<file path="src/rtl/gb_apu_pkg.sv">
`default_nettype none
// ============================================================================
//  Module : gb_apu_pkg
//  Shared definitions for the Game Boy APU channel register blocks:
//  register offsets, read-back masks, trigger pulse length and the trigger
//  FSM state encoding.
//  Revision: 1.0 - initial release
// ============================================================================
package gb_apu_pkg;

  // Register offsets within one channel's window (NRx0..NRx4).
  localparam logic [2:0] ADDR_NRX0 = 3'd0;
  localparam logic [2:0] ADDR_NRX1 = 3'd1;
  localparam logic [2:0] ADDR_NRX2 = 3'd2;
  localparam logic [2:0] ADDR_NRX3 = 3'd3;
  localparam logic [2:0] ADDR_NRX4 = 3'd4;

  // Bits that always read as 1 (write-only or unimplemented bits).
  localparam logic [7:0] MASK_NRX0     = 8'h80;
  localparam logic [7:0] MASK_NRX1     = 8'h3F;
  localparam logic [7:0] MASK_NRX2     = 8'h00;
  localparam logic [7:0] MASK_NRX3     = 8'hFF;
  localparam logic [7:0] MASK_NRX4     = 8'hBF;
  localparam logic [7:0] MASK_UNMAPPED = 8'hFF;

  // Length of the start pulse presented to the channel, in clk cycles.
  localparam int START_PULSE_CYCLES = 4;
  localparam int START_CNT_W        = $clog2(START_PULSE_CYCLES);

  typedef enum logic [1:0] {
    TRIG_IDLE  = 2'd0,
    TRIG_PULSE = 2'd1,
    TRIG_GAP   = 2'd2
  } trig_state_e;

  function automatic logic [7:0] read_mask(input logic [2:0] addr);
    logic [7:0] m;
    m = MASK_UNMAPPED;
    case (addr)
      ADDR_NRX0: m = MASK_NRX0;
      ADDR_NRX1: m = MASK_NRX1;
      ADDR_NRX2: m = MASK_NRX2;
      ADDR_NRX3: m = MASK_NRX3;
      ADDR_NRX4: m = MASK_NRX4;
      default:   m = MASK_UNMAPPED;
    endcase
    return m;
  endfunction

endpackage
`default_nettype wire

</file>
<file path="src/rtl/gb_apu_pulse_regs_if.sv">
`default_nettype none
// ============================================================================
//  Interface : gb_apu_pulse_regs_if
//  CPU-side register bus of one APU channel register block.
//    addr  - register offset (0..4 mapped, 5..7 unmapped)
//    wr    - single-cycle write strobe
//    rd    - single-cycle read strobe
//    wdata - write data
//    rdata - registered read data (driven by the register block)
//  Revision: 1.0 - initial release
// ============================================================================
interface gb_apu_pulse_regs_if;
  logic [2:0] addr;
  logic       wr;
  logic       rd;
  logic [7:0] wdata;
  logic [7:0] rdata;

  modport master (output addr, output wr, output rd, output wdata, input rdata);
  modport slave  (input addr, input wr, input rd, input wdata, output rdata);
endinterface
`default_nettype wire

</file>
<file path="src/rtl/gb_apu_trigger_pulse.sv">
`default_nettype none
// ============================================================================
//  Module : gb_apu_trigger_pulse
//  Turns single-cycle trigger requests into a START_PULSE_CYCLES-long start
//  level. A request while the pulse is high inserts a one-cycle low gap and
//  restarts the pulse, so the channel always sees a fresh rising edge.
//  Ports:
//    clk   - clock
//    reset - synchronous active-high reset
//    req   - trigger request (single cycle)
//    kill  - forces IDLE (APU powered off)
//    start - trigger level to the channel
//  Revision: 1.0 - initial release
// ============================================================================
module gb_apu_trigger_pulse
  import gb_apu_pkg::*;
(
  input  logic clk,
  input  logic reset,
  input  logic req,
  input  logic kill,
  output logic start
);

  localparam logic [START_CNT_W-1:0] C_RELOAD = START_CNT_W'(START_PULSE_CYCLES - 1);

  trig_state_e            r_state;
  trig_state_e            w_state_nxt;
  logic [START_CNT_W-1:0] r_cnt;
  logic [START_CNT_W-1:0] w_cnt_nxt;

  always_ff @(posedge clk) begin
    if (reset) begin
      r_state <= TRIG_IDLE;
      r_cnt   <= '0;
    end else begin
      r_state <= w_state_nxt;
      r_cnt   <= w_cnt_nxt;
    end
  end

  always_comb begin
    w_state_nxt = r_state;
    w_cnt_nxt   = r_cnt;
    start       = 1'b0;
    case (r_state)
      TRIG_IDLE: begin
        if (req) begin
          w_state_nxt = TRIG_PULSE;
          w_cnt_nxt   = C_RELOAD;
        end
      end
      TRIG_PULSE: begin
        start = 1'b1;
        // A re-trigger wins over expiry: the gap guarantees a new edge.
        if (req) begin
          w_state_nxt = TRIG_GAP;
        end else if (r_cnt == '0) begin
          w_state_nxt = TRIG_IDLE;
        end else begin
          w_cnt_nxt = r_cnt - 1'b1;
        end
      end
      TRIG_GAP: begin
        // Requests arriving here are absorbed by the pulse about to start.
        w_state_nxt = TRIG_PULSE;
        w_cnt_nxt   = C_RELOAD;
      end
      default: begin
        w_state_nxt = TRIG_IDLE;
        w_cnt_nxt   = '0;
      end
    endcase
    if (kill) begin
      w_state_nxt = TRIG_IDLE;
      w_cnt_nxt   = '0;
    end
  end

endmodule
`default_nettype wire

</file>
<file path="src/rtl/gb_apu_pulse_regs.sv">
`default_nettype none
// ============================================================================
//  Module : gb_apu_pulse_regs
//  Register block of a Game Boy APU pulse channel (NRx0..NRx4).
//  HAS_SWEEP=1 gives channel 1 (with sweep register), 0 gives channel 2.
//  Ports:
//    clk, reset        - clock and synchronous active-high reset
//    apu_power         - NR52 bit 7; while 0 registers are held cleared
//    bus               - CPU register bus (addr/wr/rd/wdata/rdata)
//    sweep_*, wave_duty, length, initial_volume, envelope_*, single,
//    frequency         - register fields to the channel
//    start             - trigger level (channel edge-detects it)
//    dac_enable        - NRx2[7:3] != 0
//  Revision: 1.0 - initial release
// ============================================================================
module gb_apu_pulse_regs
  import gb_apu_pkg::*;
#(
  parameter int HAS_SWEEP = 1
)(
  input  logic                      clk,
  input  logic                      reset,
  input  logic                      apu_power,
  gb_apu_pulse_regs_if.slave        bus,
  output logic [2:0]                sweep_time,
  output logic                      sweep_decreasing,
  output logic [2:0]                num_sweep_shifts,
  output logic [1:0]                wave_duty,
  output logic [5:0]                length,
  output logic [3:0]                initial_volume,
  output logic                      envelope_increasing,
  output logic [2:0]                num_envelope_sweeps,
  output logic                      single,
  output logic [10:0]               frequency,
  output logic                      start,
  output logic                      dac_enable
);

  logic       w_wr_en;
  logic       w_trig_req;
  logic [7:0] w_nr0_byte;
  logic [7:0] w_reg_byte;
  logic [7:0] r_nr1;
  logic [7:0] r_nr2;
  logic [7:0] r_nr3;
  logic       r_single;
  logic [2:0] r_freq_hi;

  assign w_wr_en    = bus.wr & apu_power;
  assign w_trig_req = w_wr_en & (bus.addr == ADDR_NRX4) & bus.wdata[7];

  // Holding the registers cleared while powered off also discards writes.
  always_ff @(posedge clk) begin
    if (reset || !apu_power) begin
      r_nr1     <= '0;
      r_nr2     <= '0;
      r_nr3     <= '0;
      r_single  <= 1'b0;
      r_freq_hi <= '0;
    end else if (w_wr_en) begin
      case (bus.addr)
        ADDR_NRX1: r_nr1 <= bus.wdata;
        ADDR_NRX2: r_nr2 <= bus.wdata;
        ADDR_NRX3: r_nr3 <= bus.wdata;
        ADDR_NRX4: begin
          r_single  <= bus.wdata[6];
          r_freq_hi <= bus.wdata[2:0];
        end
        default: ;
      endcase
    end
  end

  generate
    if (HAS_SWEEP != 0) begin : g_sweep
      logic [6:0] r_nr0;

      always_ff @(posedge clk) begin
        if (reset || !apu_power) begin
          r_nr0 <= '0;
        end else if (w_wr_en && (bus.addr == ADDR_NRX0)) begin
          r_nr0 <= bus.wdata[6:0];
        end
      end

      assign w_nr0_byte       = {1'b0, r_nr0};
      assign sweep_time       = r_nr0[6:4];
      assign sweep_decreasing = r_nr0[3];
      assign num_sweep_shifts = r_nr0[2:0];
    end else begin : g_no_sweep
      // Channel 2 has no NRx0: the slot reads back as unmapped.
      assign w_nr0_byte       = MASK_UNMAPPED;
      assign sweep_time       = 3'd0;
      assign sweep_decreasing = 1'b0;
      assign num_sweep_shifts = 3'd0;
    end
  endgenerate

  assign wave_duty           = r_nr1[7:6];
  assign length              = r_nr1[5:0];
  assign initial_volume      = r_nr2[7:4];
  assign envelope_increasing = r_nr2[3];
  assign num_envelope_sweeps = r_nr2[2:0];
  assign frequency           = {r_freq_hi, r_nr3};
  assign single              = r_single;
  assign dac_enable          = |r_nr2[7:3];

  always_comb begin
    w_reg_byte = 8'h00;
    case (bus.addr)
      ADDR_NRX0: w_reg_byte = w_nr0_byte;
      ADDR_NRX1: w_reg_byte = r_nr1;
      ADDR_NRX2: w_reg_byte = r_nr2;
      ADDR_NRX3: w_reg_byte = r_nr3;
      ADDR_NRX4: w_reg_byte = {1'b0, r_single, 3'b000, r_freq_hi};
      default:   w_reg_byte = 8'h00;
    endcase
  end

  // Sampled from the current register contents, so a same-cycle write to
  // the same offset is not visible to this read.
  always_ff @(posedge clk) begin
    if (reset) begin
      bus.rdata <= 8'h00;
    end else if (bus.rd) begin
      bus.rdata <= w_reg_byte | read_mask(bus.addr);
    end
  end

  gb_apu_trigger_pulse u_trigger (
    .clk   (clk),
    .reset (reset),
    .req   (w_trig_req),
    .kill  (~apu_power),
    .start (start)
  );

endmodule
`default_nettype wire

</file>
<file path="src/flat_wrapper.sv">
// flat-port wrapper written by rule: the top's interface ports become plain ports
module gb_apu_pulse_regs_flat import gb_apu_pkg::*;
#(
  parameter int HAS_SWEEP = 1
)
  (clk, reset, apu_power, sweep_time, sweep_decreasing, num_sweep_shifts, wave_duty, length, initial_volume, envelope_increasing, num_envelope_sweeps, single, frequency, start, dac_enable, bus_addr, bus_wr, bus_rd, bus_wdata, bus_rdata);
  gb_apu_pulse_regs_if bus_i ();
  input  logic clk;
  input  logic reset;
  input  logic apu_power;
  output logic [2:0] sweep_time;
  output logic sweep_decreasing;
  output logic [2:0] num_sweep_shifts;
  output logic [1:0] wave_duty;
  output logic [5:0] length;
  output logic [3:0] initial_volume;
  output logic envelope_increasing;
  output logic [2:0] num_envelope_sweeps;
  output logic single;
  output logic [10:0] frequency;
  output logic start;
  output logic dac_enable;
  input wire logic [$bits(bus_i.addr)-1:0] bus_addr;
  input wire logic [$bits(bus_i.wr)-1:0] bus_wr;
  input wire logic [$bits(bus_i.rd)-1:0] bus_rd;
  input wire logic [$bits(bus_i.wdata)-1:0] bus_wdata;
  output wire logic [$bits(bus_i.rdata)-1:0] bus_rdata;
  assign bus_i.addr = bus_addr;
  assign bus_i.wr = bus_wr;
  assign bus_i.rd = bus_rd;
  assign bus_i.wdata = bus_wdata;
  assign bus_rdata = bus_i.rdata;
  gb_apu_pulse_regs #(.HAS_SWEEP(HAS_SWEEP)) u_core (.clk(clk), .reset(reset), .apu_power(apu_power), .bus(bus_i), .sweep_time(sweep_time), .sweep_decreasing(sweep_decreasing), .num_sweep_shifts(num_sweep_shifts), .wave_duty(wave_duty), .length(length), .initial_volume(initial_volume), .envelope_increasing(envelope_increasing), .num_envelope_sweeps(num_envelope_sweeps), .single(single), .frequency(frequency), .start(start), .dac_enable(dac_enable));
endmodule
</file>
<file path="config.mk">
export PLATFORM = sky130hd
export DESIGN_NAME = gb_apu_pulse_regs_flat
export DESIGN_NICKNAME = d
export VERILOG_FILES = /design/src/rtl/gb_apu_pkg.sv /design/src/rtl/gb_apu_pulse_regs_if.sv /design/src/rtl/gb_apu_trigger_pulse.sv /design/src/rtl/gb_apu_pulse_regs.sv /design/src/flat_wrapper.sv
export SDC_FILE = /design/constraint.sdc
export NUM_CORES = 1
export LEC_CHECK = 0
export CAP_MARGIN = 20
export CELL_PAD_IN_SITES_DETAIL_PLACEMENT = 1
export CELL_PAD_IN_SITES_GLOBAL_PLACEMENT = 1
export CORE_MARGIN = 2
export CORE_UTILIZATION = 45
export CTS_BUF_LIST = sky130_fd_sc_hd__clkbuf_4 sky130_fd_sc_hd__clkbuf_8
export CTS_CLUSTER_DIAMETER = 120
export DETAILED_ROUTE_END_ITERATION = 12
export DONT_BUFFER_PORTS = 1
export HOLD_SLACK_MARGIN = 0.12
export PLACE_DENSITY = 0.82
export SYNTH_ARGS = -nofsm -noshare
export SYNTH_HDL_FRONTEND = slang
export SYNTH_SLANG_ARGS = --single-unit
</file>
<file path="constraint.sdc">
create_clock -name clk -period 1.9 [get_ports clk]
set_input_delay 0.38 -clock clk [delete_from_list [all_inputs] [get_ports clk]]
set_output_delay 0.38 -clock clk [all_outputs]
set_load 0.01 [all_outputs]
</file>
==> impl_metrics.json <==
{
  "status": "completed",
  "ctsResizeCount": 0,
  "finalCriticalPeriod_ns": 1.41,
  "setup_viol": 0,
  "num_vias": 1444,
  "grt_pass1_wl_um": 8220,
  "gp_routability_congestion": 0.773,
  "syn_inst": 198,
  "p_clk_share_pct": 34.9,
  "ant_nets": 0,
  "final_layout_size_suffix_gt1_share_pct": 12.6,
  "path_max_fanout": 4,
  "clk_pin_slew_ns": 0.08,
  "clock_path_buffers": 2,
  "cts_tree": "yes",
  "rows": 23,
  "synth_ff_type": "dfxtp_1",
  "required_ns": 1.52,
  "wl_per_cell_um": 20.3,
  "antenna_found_initial": 0,
  "final-hold-violation-count": 0,
  "initial_core_util_pct": 47.6,
  "total_power_w": 0.00170,
  "syn-cell-area_um2": 1940,
  "worstPathArrival_ns": 1.03,
  "drt_iter0_markers": 60,
  "routed_wl_um": 5070,
  "fin_nets": 215,
  "vdd_drop_max_mv": 0.586,
  "antenna_cells": 0,
  "die_y_um": 69.7,
  "rsz0062_at_grt": "no",
  "grt_pass1_vias": 1621,
  "dp_hpwl_um": 3860,
  "final_cell_mix": "48 x nor2_1, 47 x dfxtp_1, 36 x mux2i_1",
  "syn_to_final_growth_pct": 7.02,
  "cts_hold_buf": 0,
  "power.share.sequential_pct": 60.2,
  "cts_made_buffers": 5,
  "tightest_slew_ns": 0.599,
  "cts_setup_buffers": 0,
  "period_share_pct": 74.3,
  "ys_seq_area_share_pct": 48.4,
  "core_area_um2": 4090,
  "regArea_um2": 941,
  "drv_slew": 0,
  "nFillCells": 464,
  "synthArstFlopShare_pct": 0,
  "max_freq_mhz": 709,
  "dr.pass1.iters": 4,
  "power.internal_w": 0.00133,
  "grt-ovfl-total": 0,
  "synth-seq-cells": 47,
  "vias_per_cell": 5.80,
  "synth_edf_count": 0,
  "cts.sinks": 47,
  "skew_ns": 0.00557,
  "synth_cell_types": 33,
  "max_cap_viol_count": 0,
  "die_x_um": 69.7,
  "drc": 0,
  "final_common_cell": "nor2_1",
  "setup_tns_ns": 0,
  "min_path_type": "primary input to flop",
  "path_class": "flop to output pin",
  "startpoint_type": "flop",
  "syn-num-nets": 215,
  "syn_avg_cell_area_um2": 9.81,
  "die_area_um2": 4860,
  "port_buffers": 0,
  "multi_input_area_um2": 931,
  "clock_latency_ns": 0.29,
  "combPwrFrac_pct": 4.9,
  "p_sw_w": 0.000371,
  "cellPowerDensity_nw_per_um2": 816,
  "leakagePower_nw": 0.861,
  "grt_max_degree": 24,
  "grt_util_all_layers_pct": 21.7,
  "io-pin-count": 61,
  "synth_warnings": 0,
  "htreeDepth": 2,
  "holdWs_ns": 0.148,
  "worstSetupEndpointType": "output pin",
  "switching_share_pct": 21.9,
  "root_buffer": "clkbuf_8",
  "relSlewSlack_pct": 59.9
}
registers in the layout, indices dropped and copies added, names as in the netlist:
signal,count
u_core.u_trigger.r_cnt,2
u_core.r_nr3,8
u_core.r_freq_hi,3
u_core.r_nr1,8
u_core.single,1
u_core.g_sweep.r_nr0,7
u_core.r_nr2,8
u_core.bus.rdata,8
u_core.u_trigger.r_state,2
power by group through the flow:
stage / clock [W] / combinational [W] / sequential (W)
final: 0.000593 / 0.0000824 / 0.00102
after global routing: 0.000654 / 0.0000910 / 0.00102
after CTS: 0.000604 / 0.0000830 / 0.00102
after detailed placement: 0 / 0.0000824 / 0.00105
after global placement: 0 / 0.0000767 / 0.00104
after floorplan: 0 / 0.0000798 / 0.00104
cell usage after synthesis, drive strengths merged (2+ instances only):
library cell / instances / area [um2]
nor2: 48 / 180
dfxtp: 47 / 941
mux2i: 36 / 360
buf: 7 / 40.0
mux2: 7 / 78.8
nand2: 7 / 28.8
o22ai: 7 / 43.8
clkbuf: 5 / 18.8
inv: 5 / 18.8
nand2b: 4 / 25.0
a21oi: 3 / 15.0
nor3: 3 / 26.3
a221oi: 2 / 23.8
nand4bb: 2 / 22.5
o21ai: 2 / 10.0
cell type report:
class                      instances  area share [%]
clock buffer                       7            4.03
multi-input combinational        134            44.8
timing repair buffer               5            1.81
clock inverter                     1           0.241
tap                               50            3.01
sequential                        47            45.2
inverter                           5           0.903
kinds of logic (layout without fill, tap and decap cells):
kind of cell / Yosys count / count (layout) / synth area share (%)
fa+ha+maj: 1 / 1 / 0.644
flops: 47 / 47 / 48.4
mux: 43 / 43 / 22.6
buf+inv: 17 / 18 / 3.99
simple gates: 71 / 71 / 17.4
compound gates: 19 / 19 / 6.95
stage by stage:
| step | util, % | instances | setup WS [ns] | cell area [um2] |
|---|---|---|---|---|
| floorplan | - | 198 | 0.362 | 1940 |
| global placement | 48.7 | 241 | 0.326 | 1990 |
| detailed placement | 48.7 | 241 | 0.294 | 1990 |
| CTS | 50.9 | 249 | 0.488 | 2080 |
| global route | 50.9 | 249 | 0.426 | 2080 |
| finish | 50.9 | 249 | 0.489 | 2080 |
critical path, cell delays in order, from the launching register on:
cell and delay (ns):
dfxtp_1 0.38, nor3_1 0.23, nand2_1 0.13
routing by layer:
layer	track usage (%)	share of wire, %	up-vias
li1	-	-	682
met1	23.1	39	718
met2	37.9	51	40
met3	9.30	8.2	4
met4	8.33	1.1	0
met5	0	0	-
final timing paths:
path | from | slack, ns | to | cells past startpoint
max | u_core.r_nr2[3] | 0.49 | dac_enable | 2
min | reset | 0.15 | u_core.bus.rdata[6] | 1
max reg2reg | u_core.u_trigger.r_cnt[0] | 0.52 | u_core.u_trigger.r_cnt[1] | 4
min reg2reg | u_core.bus.rdata[6] | 0.53 | u_core.bus.rdata[6] | 2
(Power assumes the default switching activity.)
